==> config.mk <==
export PLATFORM = sky130hd
export DESIGN_NAME = fibo_arbiter_flat
export DESIGN_NICKNAME = d
export VERILOG_FILES = /design/src/rtl/fibo_arb_pkg.sv /design/src/rtl/fibo_arbiter_if.sv /design/src/rtl/fibo_rr_pick.sv /design/src/rtl/fibo_arbiter.sv /design/src/flat_wrapper.sv
export SDC_FILE = /design/constraint.sdc
export NUM_CORES = 1
export LEC_CHECK = 0
export CAP_MARGIN = 20
export CELL_PAD_IN_SITES_DETAIL_PLACEMENT = 1
export CELL_PAD_IN_SITES_GLOBAL_PLACEMENT = 1
export CORE_ASPECT_RATIO = 1.1
export CORE_MARGIN = 1
export CORE_UTILIZATION = 37
export DETAILED_ROUTE_END_ITERATION = 10
export GPL_TIMING_DRIVEN = 1
export PLACE_DENSITY = 0.77
export SLEW_MARGIN = 5
export SYNTH_ARGS = -nofsm -noshare
export SYNTH_HDL_FRONTEND = slang
export SYNTH_SLANG_ARGS = --single-unit
==> constraint.sdc <==
create_clock -name clk -period 2.56 [get_ports clk]
set_input_delay 0.512 -clock clk [delete_from_list [all_inputs] [get_ports clk]]
set_output_delay 0.512 -clock clk [all_outputs]
set_load 0.01 [all_outputs]
==> src/rtl/fibo_arb_pkg.sv <==
// Shared types and constants for the two-port Fibonacci calculator arbiter.
package fibo_arb_pkg;

  typedef enum logic [1:0] {
    IDLE  = 2'd0,
    GRANT = 2'd1,
    WAIT  = 2'd2,
    RESP  = 2'd3
  } state_t;

  localparam int WDOG_W = 8;

endpackage

==> src/rtl/fibo_arbiter_if.sv <==
// Requester handshake plus calculator START/DONE link, seen from both sides.
interface fibo_arbiter_if #(
  parameter int SIZE = 4
);
  logic            req0;
  logic            req1;
  logic [SIZE-1:0] count0;
  logic [SIZE-1:0] count1;
  logic            ack0;
  logic            ack1;
  logic            err;
  logic [SIZE-1:0] result;
  logic            calc_start;
  logic [SIZE-1:0] calc_count;
  logic            calc_done;
  logic [SIZE-1:0] calc_data;

  modport slave (
    input  req0, req1, count0, count1, calc_done, calc_data,
    output ack0, ack1, err, result, calc_start, calc_count
  );

  modport master (
    output req0, req1, count0, count1, calc_done, calc_data,
    input  ack0, ack1, err, result, calc_start, calc_count
  );
endinterface

==> src/rtl/fibo_rr_pick.sv <==
// Two-way round-robin pick: a lone request wins, a tie goes to the one not served last.
module fibo_rr_pick
  import fibo_arb_pkg::*;
(
  input  logic req0_i,
  input  logic req1_i,
  input  logic last_i,
  output logic grant_valid_o,
  output logic grant_id_o
);

  assign grant_valid_o = req0_i | req1_i;
  assign grant_id_o    = (req0_i & req1_i) ? ~last_i : req1_i;

endmodule

==> src/rtl/fibo_arbiter.sv <==
// Shares one Fibonacci calculator between two requesters, with a watchdog on DONE.
module fibo_arbiter
  import fibo_arb_pkg::*;
#(
  parameter int SIZE    = 4,
  parameter int TIMEOUT = 64
) (
  input  logic          clk,
  input  logic          rst,
  fibo_arbiter_if.slave bus
);

  localparam logic [WDOG_W-1:0] WDOG_LIMIT = WDOG_W'(TIMEOUT);

  state_t            state_q;
  logic              owner_q;
  logic              last_q;
  logic              calc_start_q;
  logic              ack0_q;
  logic              ack1_q;
  logic              err_q;
  logic [SIZE-1:0]   calc_count_q;
  logic [SIZE-1:0]   result_q;
  logic [WDOG_W-1:0] wdog_q;
  logic [WDOG_W-1:0] wdog_d;
  logic              grant_valid;
  logic              grant_id;
  logic              done_ok;

  fibo_rr_pick u_pick (
    .req0_i        (bus.req0),
    .req1_i        (bus.req1),
    .last_i        (last_q),
    .grant_valid_o (grant_valid),
    .grant_id_o    (grant_id)
  );

  assign wdog_d  = (wdog_q == '1) ? wdog_q : wdog_q + 1'b1;
  // The first WAIT cycle still has wdog_q at 0; DONE seen there belongs to the previous job.
  assign done_ok = bus.calc_done && (wdog_q != '0);

  always_ff @(posedge clk or posedge rst) begin
    if (rst) begin
      state_q      <= IDLE;
      owner_q      <= 1'b0;
      last_q       <= 1'b1;
      calc_start_q <= 1'b0;
      calc_count_q <= '0;
      ack0_q       <= 1'b0;
      ack1_q       <= 1'b0;
      err_q        <= 1'b0;
      result_q     <= '0;
      wdog_q       <= '0;
    end else begin
      calc_start_q <= 1'b0;
      ack0_q       <= 1'b0;
      ack1_q       <= 1'b0;
      case (state_q)
        IDLE: begin
          if (grant_valid) begin
            owner_q      <= grant_id;
            calc_count_q <= grant_id ? bus.count1 : bus.count0;
            calc_start_q <= 1'b1;
            state_q      <= GRANT;
          end
        end
        GRANT: begin
          wdog_q  <= '0;
          state_q <= WAIT;
        end
        WAIT: begin
          wdog_q <= wdog_d;
          // An accepted DONE wins over a timeout landing in the same cycle.
          if (done_ok || (wdog_d >= WDOG_LIMIT)) begin
            result_q <= done_ok ? bus.calc_data : '0;
            err_q    <= ~done_ok;
            ack0_q   <= ~owner_q;
            ack1_q   <= owner_q;
            state_q  <= RESP;
          end
        end
        RESP: begin
          last_q  <= owner_q;
          state_q <= IDLE;
        end
        default: state_q <= IDLE;
      endcase
    end
  end

  assign bus.calc_start = calc_start_q;
  assign bus.calc_count = calc_count_q;
  assign bus.ack0       = ack0_q;
  assign bus.ack1       = ack1_q;
  assign bus.err        = err_q;
  assign bus.result     = result_q;

endmodule

==> src/flat_wrapper.sv <==
// flat-port wrapper written by rule: the top's interface ports become plain ports
module fibo_arbiter_flat import fibo_arb_pkg::*;
#(
  parameter int SIZE    = 4,
  parameter int TIMEOUT = 64
)
  (clk, rst, bus_req0, bus_req1, bus_count0, bus_count1, bus_calc_done, bus_calc_data, bus_ack0, bus_ack1, bus_err, bus_result, bus_calc_start, bus_calc_count);
  fibo_arbiter_if #(.SIZE(SIZE)) bus_i ();
  input  logic clk;
  input  logic rst;
  input wire logic [$bits(bus_i.req0)-1:0] bus_req0;
  input wire logic [$bits(bus_i.req1)-1:0] bus_req1;
  input wire logic [$bits(bus_i.count0)-1:0] bus_count0;
  input wire logic [$bits(bus_i.count1)-1:0] bus_count1;
  input wire logic [$bits(bus_i.calc_done)-1:0] bus_calc_done;
  input wire logic [$bits(bus_i.calc_data)-1:0] bus_calc_data;
  output wire logic [$bits(bus_i.ack0)-1:0] bus_ack0;
  output wire logic [$bits(bus_i.ack1)-1:0] bus_ack1;
  output wire logic [$bits(bus_i.err)-1:0] bus_err;
  output wire logic [$bits(bus_i.result)-1:0] bus_result;
  output wire logic [$bits(bus_i.calc_start)-1:0] bus_calc_start;
  output wire logic [$bits(bus_i.calc_count)-1:0] bus_calc_count;
  assign bus_i.req0 = bus_req0;
  assign bus_i.req1 = bus_req1;
  assign bus_i.count0 = bus_count0;
  assign bus_i.count1 = bus_count1;
  assign bus_i.calc_done = bus_calc_done;
  assign bus_i.calc_data = bus_calc_data;
  assign bus_ack0 = bus_i.ack0;
  assign bus_ack1 = bus_i.ack1;
  assign bus_err = bus_i.err;
  assign bus_result = bus_i.result;
  assign bus_calc_start = bus_i.calc_start;
  assign bus_calc_count = bus_i.calc_count;
  fibo_arbiter #(.SIZE(SIZE), .TIMEOUT(TIMEOUT)) u_core (.clk(clk), .rst(rst), .bus(bus_i));
endmodule
# Word-level counts from Yosys, hierarchy flattened
# Cells that the tools add are included.
# totals
ff_bits,24
in_bits,17
output_inout_bits,12
elab_cells,45
# classes
add_sub_neg,1
magnitude_cmp,1
eq_ne,6
muxes,14
bitwise_logic,5
n_reduce_logical,8
# op_table
cell,n
8-bit one-hot mux with 2 select lines,1
8-bit by 1-bit adder with 8-bit output (second input constant),1
8-bit == test (second input constant),1
8-bit by 7-bit greater-or-equal comparator with 1-bit output (second input constant),1
4-bit two-way mux,2
8-bit two-way mux,1
2-bit one-hot mux with 4 select lines,1
8-bit nonzero test,1
1-bit two-way mux,7
2-bit AND reduction,3
2-bit == test (second input constant),2
2-bit two-way mux,2
2-bit by 1-bit inequality test with 1-bit output (second input constant),2
1-bit NOT,3
2-bit by 1-bit == test with 1-bit output (second input constant),1
2-bit logical NOT,1
2-bit nonzero test,1
1-bit bitwise AND,1
1-bit logical AND,1
1-bit logical OR,1
1-bit bitwise OR,1

# Longest topological paths before layout
# Gate-level depths: netlist of the first run.
# logic_depth
depth_word,6
mapped_depth,7
ltp_nobuf,7

# Modules after synthesis
# Synthesis of the first run repeated with hierarchy kept, for this count alone.
# unflattened
hier_cells,137
hier_area_um2,1365.1
# by_module_without_submodules
mod,n_inst,cells_per_inst,area_each_um2,seq_area_each_um2
fibo_arbiter,1,135,1351.3,601.8
fibo_rr_pick,1,2,13.8,0.0

# Least setup slack after synthesis of the first run
# No wires, ideal clock.
# synth_timing
path_type,register to register
start,register u_core.wdog_q[0]
end,register u_core.state_q[0]
setup_ps,126
t_arrival_ps,1644
required_ps,2434
path_slack_ps,790
path_stages_with_launch,8
path_buffers,1
synth_period_minus_slack_ps,1770
path_cell_list,dfrtp_1 ha_1 and3_1 buf_6 and3_4 o311ai_4 a31oi_2 o32a_1
# synth_between
elab_chain_cells,6
word_cells_on_any_way,9
cone_classes,1 x add/sub; 1 x order compare; 2 x eq/ne; 1 x mux; 4 x reduce/logical
# synth_lines
item,line_no,source
from (decl),fibo_arbiter.sv:24,logic [WDOG_W-1:0] wdog_q;
from (signal assigned),fibo_arbiter.sv:72,wdog_q <= wdog_d;
8-bit by 1-bit adder with 8-bit output / 8-bit == test (equally long branches),fibo_arbiter.sv:38,assign wdog_d = (wdog_q == '1) ? wdog_q : wdog_q + 1'b1;
8-bit two-way mux,fibo_arbiter.sv:38,
8-bit by 7-bit greater-or-equal comparator with 1-bit output,fibo_arbiter.sv:74,if (done_ok || (wdog_d >= WDOG_LIMIT)) begin
1-bit logical OR (*),fibo_arbiter.sv:74,
2-bit by 1-bit inequality test with 1-bit output (no source line) (*),n/a,
2-bit AND reduction (no source line) (*),n/a,
to (signal assigned),fibo_arbiter.sv:79,state_q <= RESP;
to (signal assigned),fibo_arbiter.sv:84,state_q <= IDLE;
to (signal assigned),fibo_arbiter.sv:86,default: state_q <= IDLE;
to (decl),fibo_arbiter.sv:15,state_t state_q;
# Every way passes the cells marked *; elsewhere a longest branch is shown, timed or not.
# A chain may end at the register's enable or synchronous reset.

# Worst setup path in the final report of the first run
# Same ends and word-level chain as after synthesis.

==> flow_summary.json, run 1 <==
{
  "status": "finished with violations",
  "failed_checks": "design-rule violations",
  "cts_sinks": 24,
  "root_buffer": "clkbuf_4",
  "critPathLaunchType": "flop",
  "cts_resized": 0,
  "grt_overflow": 0,
  "critPathMaxFanout": 6,
  "leakagePower_nw": 0.716,
  "swShare": 0.368,
  "clkPwrFrac": 0.168,
  "design.die.area_mm2": 0.00355,
  "clk_pin_slew_worst_paths_ns": 0.14,
  "cts_made_buffers": 3,
  "port_buffers": 28,
  "post-cts-setup-buffer-count": 0,
  "seq_power_share": 0.366,
  "r2r_cells": 6,
  "r2r_setup_slack_ns": 0.67,
  "drive_gt1_frac": 0.103,
  "crit_start": "u_core.wdog_q[0]$_DFFE_PP0P_",
  "viasPerCell": 5.27,
  "num_antenna_cells": 0,
  "synth-seq-cells": 24,
  "synthesis.area_mm2": 0.00123,
  "hold_violations": 0,
  "reg2reg_from": "u_core.wdog_q[0]$_DFFE_PP0P_",
  "hold-path-cell-count": 1,
  "synth_top_area_frac": 0.469,
  "postSynthCellCount": 113,
  "relSlewSlack": 0.604,
  "avgSynthCellArea_um2": 10.9,
  "drv_slew": 0,
  "vias": 943,
  "cp_data_required_time_ns": 2.79,
  "intPower_w": 0.00105,
  "crit_end": "u_core.state_q[0]$_DFFE_PP0P_",
  "drt-wirelength-per-cell_um": 16.1,
  "start_util": 0.395,
  "crit_type": "flop to flop",
  "worst_pin_slew_ns": 0.593,
  "finalCoreUtilization": 0.515,
  "crit_slowest_cell": "dfrtp_1",
  "vdd_drop_max_mv": 0.528,
  "cp_top_family": "compound AO/OA/AOI/OAI gates",
  "ys_async_sr_fraction": 1.00,
  "crit_buf_inv": 0,
  "cp_data_arrival_time_ns": 2.12,
  "dpl_cell_area_mm2": 0.00155,
  "synth_compound_area_frac": 0.159,
  "remaining_drc_errors": 2,
  "synth_xor_area_frac": 0.0357,
  "holdWs_ns": 0.499,
  "hold_path.class": "flop to flop",
  "fin_area_mm2": 0.00160,
  "drt-initial-drc-count": 7,
  "ys_warn_count": 0,
  "wl_mm": 2.88,
  "synth_ff_type": "dfrtp_1",
  "dp_hpwl_mm": 2.21,
  "powerDensity_mw_per_mm2": 1040,
  "yosysTopAreaCell": "dfrtp_1",
  "first_pass_iters": 6,
  "timing.rr.end": "u_core.state_q[0]$_DFFE_PP0P_",
  "coreArea_mm2": 0.00310,
  "die_y_um": 62.4,
  "fin_skew_ns": 0.00158,
  "period_minus_slack_ns": 1.89,
  "htreeDepth": 1,
  "fill_cells": 360,
  "postCtsHoldBufs": 0,
  "synth_commonest_cells": "dfrtp_1, nor2_1, nand2_1, inv_1, o21ai_0",
  "rows": 21,
  "max_freq_mhz": 528,
  "crit_path_max_incr_delay_ns": 0.46,
  "max_cap_violations": 0,
  "synthAdderAreaFrac": 0.0612,
  "pwr-share-comb": 0.466,
  "end_kind": "flop",
  "synthMuxAreaShare": 0.0684,
  "grt_pass1_vias": 1008,
  "cts_tree": "yes",
  "synth_edf_count": 0,
  "grt_max_degree": 25,
  "antenna_found_initial": 0,
  "setup_violations": 0,
  "syn_to_final_growth_pct": 30.3,
  "drtAntennaViolNets": 0,
  "cts_max_path_buffers": 2,
  "yosysMostFrequentCell": "dfrtp_1",
  "period_share": 0.739,
  "io_pins": 29,
  "ys_seq_area_frac": 0.491,
  "cp_cell_sequence": "ha_1, and3_1, and3_4, o311ai_4, a31oi_2, o32a_1",
  "nNetsFinal": 169,
  "fin_setup_tns_ns": 0,
  "cp_num_cells": 6,
  "synth.net_count": 136,
  "synth_area_leaders": "dfrtp_1, ha_1, mux2i_1",
  "synth_top_family_by_area": "compound AO/OA/AOI/OAI gates",
  "synthDistinctLibCells": 32,
  "grtUsageTotal": 0.181,
  "design_power_total_w": 0.00167,
  "rsz0062_at_grt": "false",
  "die_x_um": 56.9,
  "clkLatencyLatePin_ns": 0.32,
  "gp_congestion": 0.743,
  "p_sw_w": 0.000614,
  "grt_pass1_wl_mm": 4.91,
  "synthSimpleGateAreaFrac": 0.148
}
power by group through the flow:
stage               Combinational [W]  Clock (W)  Sequential, W
floorplan                    0.000445          0       0.000635
global placement             0.000752          0       0.000611
detailed placement           0.000789          0       0.000621
CTS                          0.000795   0.000293       0.000612
global route                 0.000867   0.000300       0.000632
finish                       0.000777   0.000281       0.000609
sequential cells by signal, indices dropped and copies added, names as in the netlist:
| signal | flops |
|---|---|
| u_core.bus.result | 4 |
| u_core.state_q | 2 |
| u_core.bus.calc_start | 1 |
| u_core.bus.ack1 | 1 |
| u_core.bus.calc_count | 4 |
| u_core.bus.err | 1 |
| u_core.bus.ack0 | 1 |
| u_core.wdog_q | 8 |
| u_core.last_q | 1 |
| u_core.owner_q | 1 |
kinds of logic after synthesis:
| group | count (synthesis) |
|---|---|
| simple gates | 37 |
| compound gates | 24 |
| flops | 24 |
| buf+inv | 10 |
| mux | 7 |
| fa+ha+maj | 6 |
| xor+xnor | 5 |
worst min path at each step:
stage | startpoint | to | slack, ns
floorplan | u_core.owner_q$_DFFE_PP0P_ | u_core.bus.ack0$_DFF_PP0_ | 0.42
global placement | u_core.bus.calc_count[2]$_DFFE_PP0P_ | u_core.bus.calc_count[2]$_DFFE_PP0P_ | 0.47
detailed placement | u_core.owner_q$_DFFE_PP0P_ | u_core.bus.ack0$_DFF_PP0_ | 0.48
CTS | u_core.owner_q$_DFFE_PP0P_ | u_core.bus.ack0$_DFF_PP0_ | 0.50
global route | u_core.owner_q$_DFFE_PP0P_ | u_core.bus.ack0$_DFF_PP0_ | 0.52
finish | u_core.owner_q$_DFFE_PP0P_ | u_core.bus.ack0$_DFF_PP0_ | 0.50
layout by cell type (no fill, tap or decap), types with 2 or more instances in the layout:
cell type,instances
dfrtp_1,23
clkdlybuf4s50_1,28
nand3_1,4
ha_1,6
mux2i_1,5
inv_1,9
and3_1,2
a21oi_1,4
a22o_1,4
o21ai_0,7
clkbuf_4,3
nor2_1,13
nor3b_1,2
nand2_1,11
xor2_1,4
area by class of cell:
cell class	count	area, um^2	share of cell area
Multi-Input combinational cell	79	579	0.363
Inverter	9	33.8	0.0211
Timing Repair Buffer	29	288	0.180
Clock buffer	3	22.5	0.0141
Sequential cell	24	602	0.377
Clock inverter	1	30.0	0.0188
Tap cell	34	42.5	0.0266
metrics by stage:
| step | setup slack, ns | cells |
|---|---|---|
| 3_3_place_gp | 0.519 | 175 |
| 4_1_cts | 0.648 | 179 |
| 5_1_grt | 0.545 | 179 |
| 3_5_place_dp | 0.463 | 175 |
| 6_report | 0.667 | 179 |
| 2_1_floorplan | 0.790 | 113 |
per-layer routing:
| layer | GRT usage | wire (um) |
|---|---|---|
| met1 | 0.211 | 1270 |
| met2 | 0.326 | 1500 |
| met3 | 0.0269 | 66 |
| met4 | 0.0732 | 51 |
| met5 | 0 | 0 |
worst register-to-register path, stage by stage, from the launching register on:
cell	delay [ns]
dfrtp_1	0.46
ha_1	0.24
and3_1	0.29
and3_4	0.24
o311ai_4	0.23
a31oi_2	0.15
o32a_1	0.19
No activity file was read; power rests on OpenSTA's default activity.
==> inputs of run 2 (changes only) <==
--- a/config.mk
+++ b/config.mk
@@ -10,10 +10,10 @@
 export CELL_PAD_IN_SITES_GLOBAL_PLACEMENT = 1
 export CORE_ASPECT_RATIO = 1.1
 export CORE_MARGIN = 1
-export CORE_UTILIZATION = 37
+export CORE_UTILIZATION = 34
 export DETAILED_ROUTE_END_ITERATION = 10
 export GPL_TIMING_DRIVEN = 1
-export PLACE_DENSITY = 0.77
+export PLACE_DENSITY = 0.75
 export SLEW_MARGIN = 5
 export SYNTH_ARGS = -nofsm -noshare
 export SYNTH_HDL_FRONTEND = slang
==> constraint.sdc (replaced) <==
create_clock -name clk -period 1.6 [get_ports clk]
set_input_delay 0.32 -clock clk [delete_from_list [all_inputs] [get_ports clk]]
set_output_delay 0.32 -clock clk [all_outputs]
set_load 0.01 [all_outputs]
==> run 2 against run 1 <==
  * The run ends with negative setup slack left
  * Routed wire length rose by 16%
  * Sequential share of layout area fell by 4.7 points
  * Sequential cell count did not move
  * Fmax increased by 9.6%
  * First-iteration DRC count grew to 5.4 times the previous value
  * Critical path depth grew 1
  * Largest power group unchanged
==> flow_summary.json, run 2 (synthesis gave the netlist of run 1 again) <==
{
  "reg2reg_from": "u_core.wdog_q[0]$_DFFE_PP0P_",
  "crit_start": "u_core.wdog_q[0]$_DFFE_PP0P_",
  "drt-met1-wl_mm": 1.22,
  "final_cell_mix": "clkdlybuf4s50_1, dfrtp_1, buf_4",
  "fill_cells": 386,
  "largest_reg_flops": 8,
  "top_layer_used": "met4",
  "coreArea_mm2": 0.00339,
  "drtAntennaViolNets": 0,
  "drv_slew": 0,
  "cts_tree": "yes",
  "cts_sinks": 24,
  "port_buffers": 28,
  "drive_gt1_frac": 0.287,
  "die_x_um": 59.3,
  "syn_to_final_growth_pct": 49.0,
  "fin_skew_ns": 0.00660,
  "design_power_total_w": 0.00291,
  "rows": 22,
  "htreeDepth": 1,
  "crit_end": "u_core.state_q[0]$_DFFE_PP0P_",
  "cp_data_arrival_time_ns": 1.94,
  "wl_met3_um": 183,
  "setup_ws_ns": -0.127,
  "crit_slowest_cell": "dfrtp_1",
  "max_freq_mhz": 579,
  "failed_checks": "negative setup slack",
  "rsz0062_at_grt": "true",
  "route.met2.wl_mm": 1.89,
  "io_pins": 29,
  "setup_violations": 15,
  "clkLatencyLatePin_ns": 0.32,
  "hold_path.class": "input pin to asynchronous set/reset pin",
  "powerDensity_mw_per_mm2": 1590,
  "cp_data_required_time_ns": 1.82,
  "die_y_um": 65.0,
  "root_buffer": "clkbuf_4",
  "hold_violations": 0,
  "cts_max_path_buffers": 2,
  "grtUsageTotal": 0.185,
  "period_minus_slack_ns": 1.73,
  "relSlewSlack": 0.778,
  "dp_slack_ns": -0.182,
  "wl_mm": 3.34,
  "cp_common_cell": "buf_4",
  "cp_cell_sequence": "buf_4, buf_4, and4_2, nand2_2, mux2i_4, a31oi_2, o32a_1",
  "leakagePower_nw": 0.848,
  "dp_hpwl_mm": 2.52,
  "critPathLaunchType": "flop",
  "max_cap_violations": 0,
  "timing.rr.end": "u_core.state_q[0]$_DFFE_PP0P_",
  "period_share": 1.08,
  "nNetsFinal": 191,
  "antenna_found_initial": 0,
  "r2r_setup_slack_ns": -0.13,
  "start_util": 0.362,
  "vdd_drop_max_mv": 0.809,
  "grt_max_degree": 25,
  "viasPerCell": 4.94,
  "gp_congestion": 0.755,
  "crit_path_max_incr_delay_ns": 0.42,
  "grt_overflow": 0,
  "num_antenna_cells": 0,
  "grt_pass1_wl_mm": 5.32,
  "regMostFlops": "u_core.wdog_q",
  "design.die.area_mm2": 0.00385,
  "drt-wirelength-per-cell_um": 15.5,
  "finalCoreUtilization": 0.540,
  "clk_pin_slew_worst_paths_ns": 0.13,
  "end_kind": "flop",
  "status": "finished with violations",
  "remaining_drc_errors": 0,
  "r2r_cells": 7,
  "cts_made_buffers": 3,
  "final_common_cell": "clkdlybuf4s50_1",
  "crit_type": "flop to flop",
  "critPathMaxFanout": 3,
  "first_pass_iters": 4,
  "drt-initial-drc-count": 38,
  "worst_pin_slew_ns": 0.332,
  "vias": 1063,
  "grt_pass1_vias": 1159
}
## run 2: cell count changes in the layout (fill, tap and decap cells not counted), sizes merged
cell / change
buf: +22
bufinv: -1
clkbuf: +1
clkdlybuf4s50: -1
dlymetal6s2s: +1
## run 2: worst min-delay path by stage
| stage | from | endpoint | slack (ns) |
|---|---|---|---|
| after floorplan | rst | u_core.bus.ack0$_DFF_PP0_ | 0.33 |
| after global placement | u_core.owner_q$_DFFE_PP0P_ | u_core.bus.ack0$_DFF_PP0_ | 0.46 |
| after detailed placement | u_core.owner_q$_DFFE_PP0P_ | u_core.bus.ack0$_DFF_PP0_ | 0.47 |
| after CTS | rst | u_core.wdog_q[1]$_DFFE_PP0P_ | 0.35 |
| after global routing | rst | u_core.bus.err$_DFFE_PP0P_ | 0.37 |
| final | rst | u_core.bus.err$_DFFE_PP0P_ | 0.35 |
## run 2: layer usage
metal / up-vias / GRT usage
li1: 500 / -
met1: 521 / 0.184
met2: 36 / 0.367
met3: 6 / 0.0339
met4: 0 / 0.0625
met5: - / 0
## run 2: what timing repair did
action / 4_1_cts / 5_1_grt
endpoints found under the setup margin: 9 / 17
gates resized for setup: 2 / 13
buffers inserted: 3 / 0
hold buffers: 0 / 0
gates cloned: 0 / 0
pin swaps: 13 / 4
## run 2: area by class of cell
cell class                 count  area [um^2]  share of cell area
multi-input combinational     79          636               0.348
sequential                    24          602               0.329
timing repair buffer          51          459               0.251
tap                           48         60.1              0.0329
clock buffer                   4         36.3              0.0199
inverter                       9         33.8              0.0185
## run 2: power by group
group          internal, W  switching (W)  total [W]
Combinational     0.000862       0.000756    0.00162
Clock             0.000139       0.000182   0.000321
Sequential        0.000827       0.000141   0.000969
Total              0.00183        0.00108    0.00291
## run 2: critical path, delay by kind of cell (launching register included)
kind	cells	cell delay, ns
flip-flops	1	0.42
multiplexers	1	0.28
AO/OA/AOI/OAI	2	0.32
AND/OR/NAND/NOR	2	0.33
buffers and inverters	2	0.27
## run 2: through the flow
stage	instances	hold WS (ns)	area, um^2	setup TNS [ns]
after floorplan	113	0.334	1230	-0.687
after global placement	208	0.461	1710	-0.497
after detailed placement	208	0.467	1710	-1.22
after CTS	215	0.351	1780	-1.45
after global routing	215	0.369	1830	-2.30
final	215	0.354	1830	-0.916
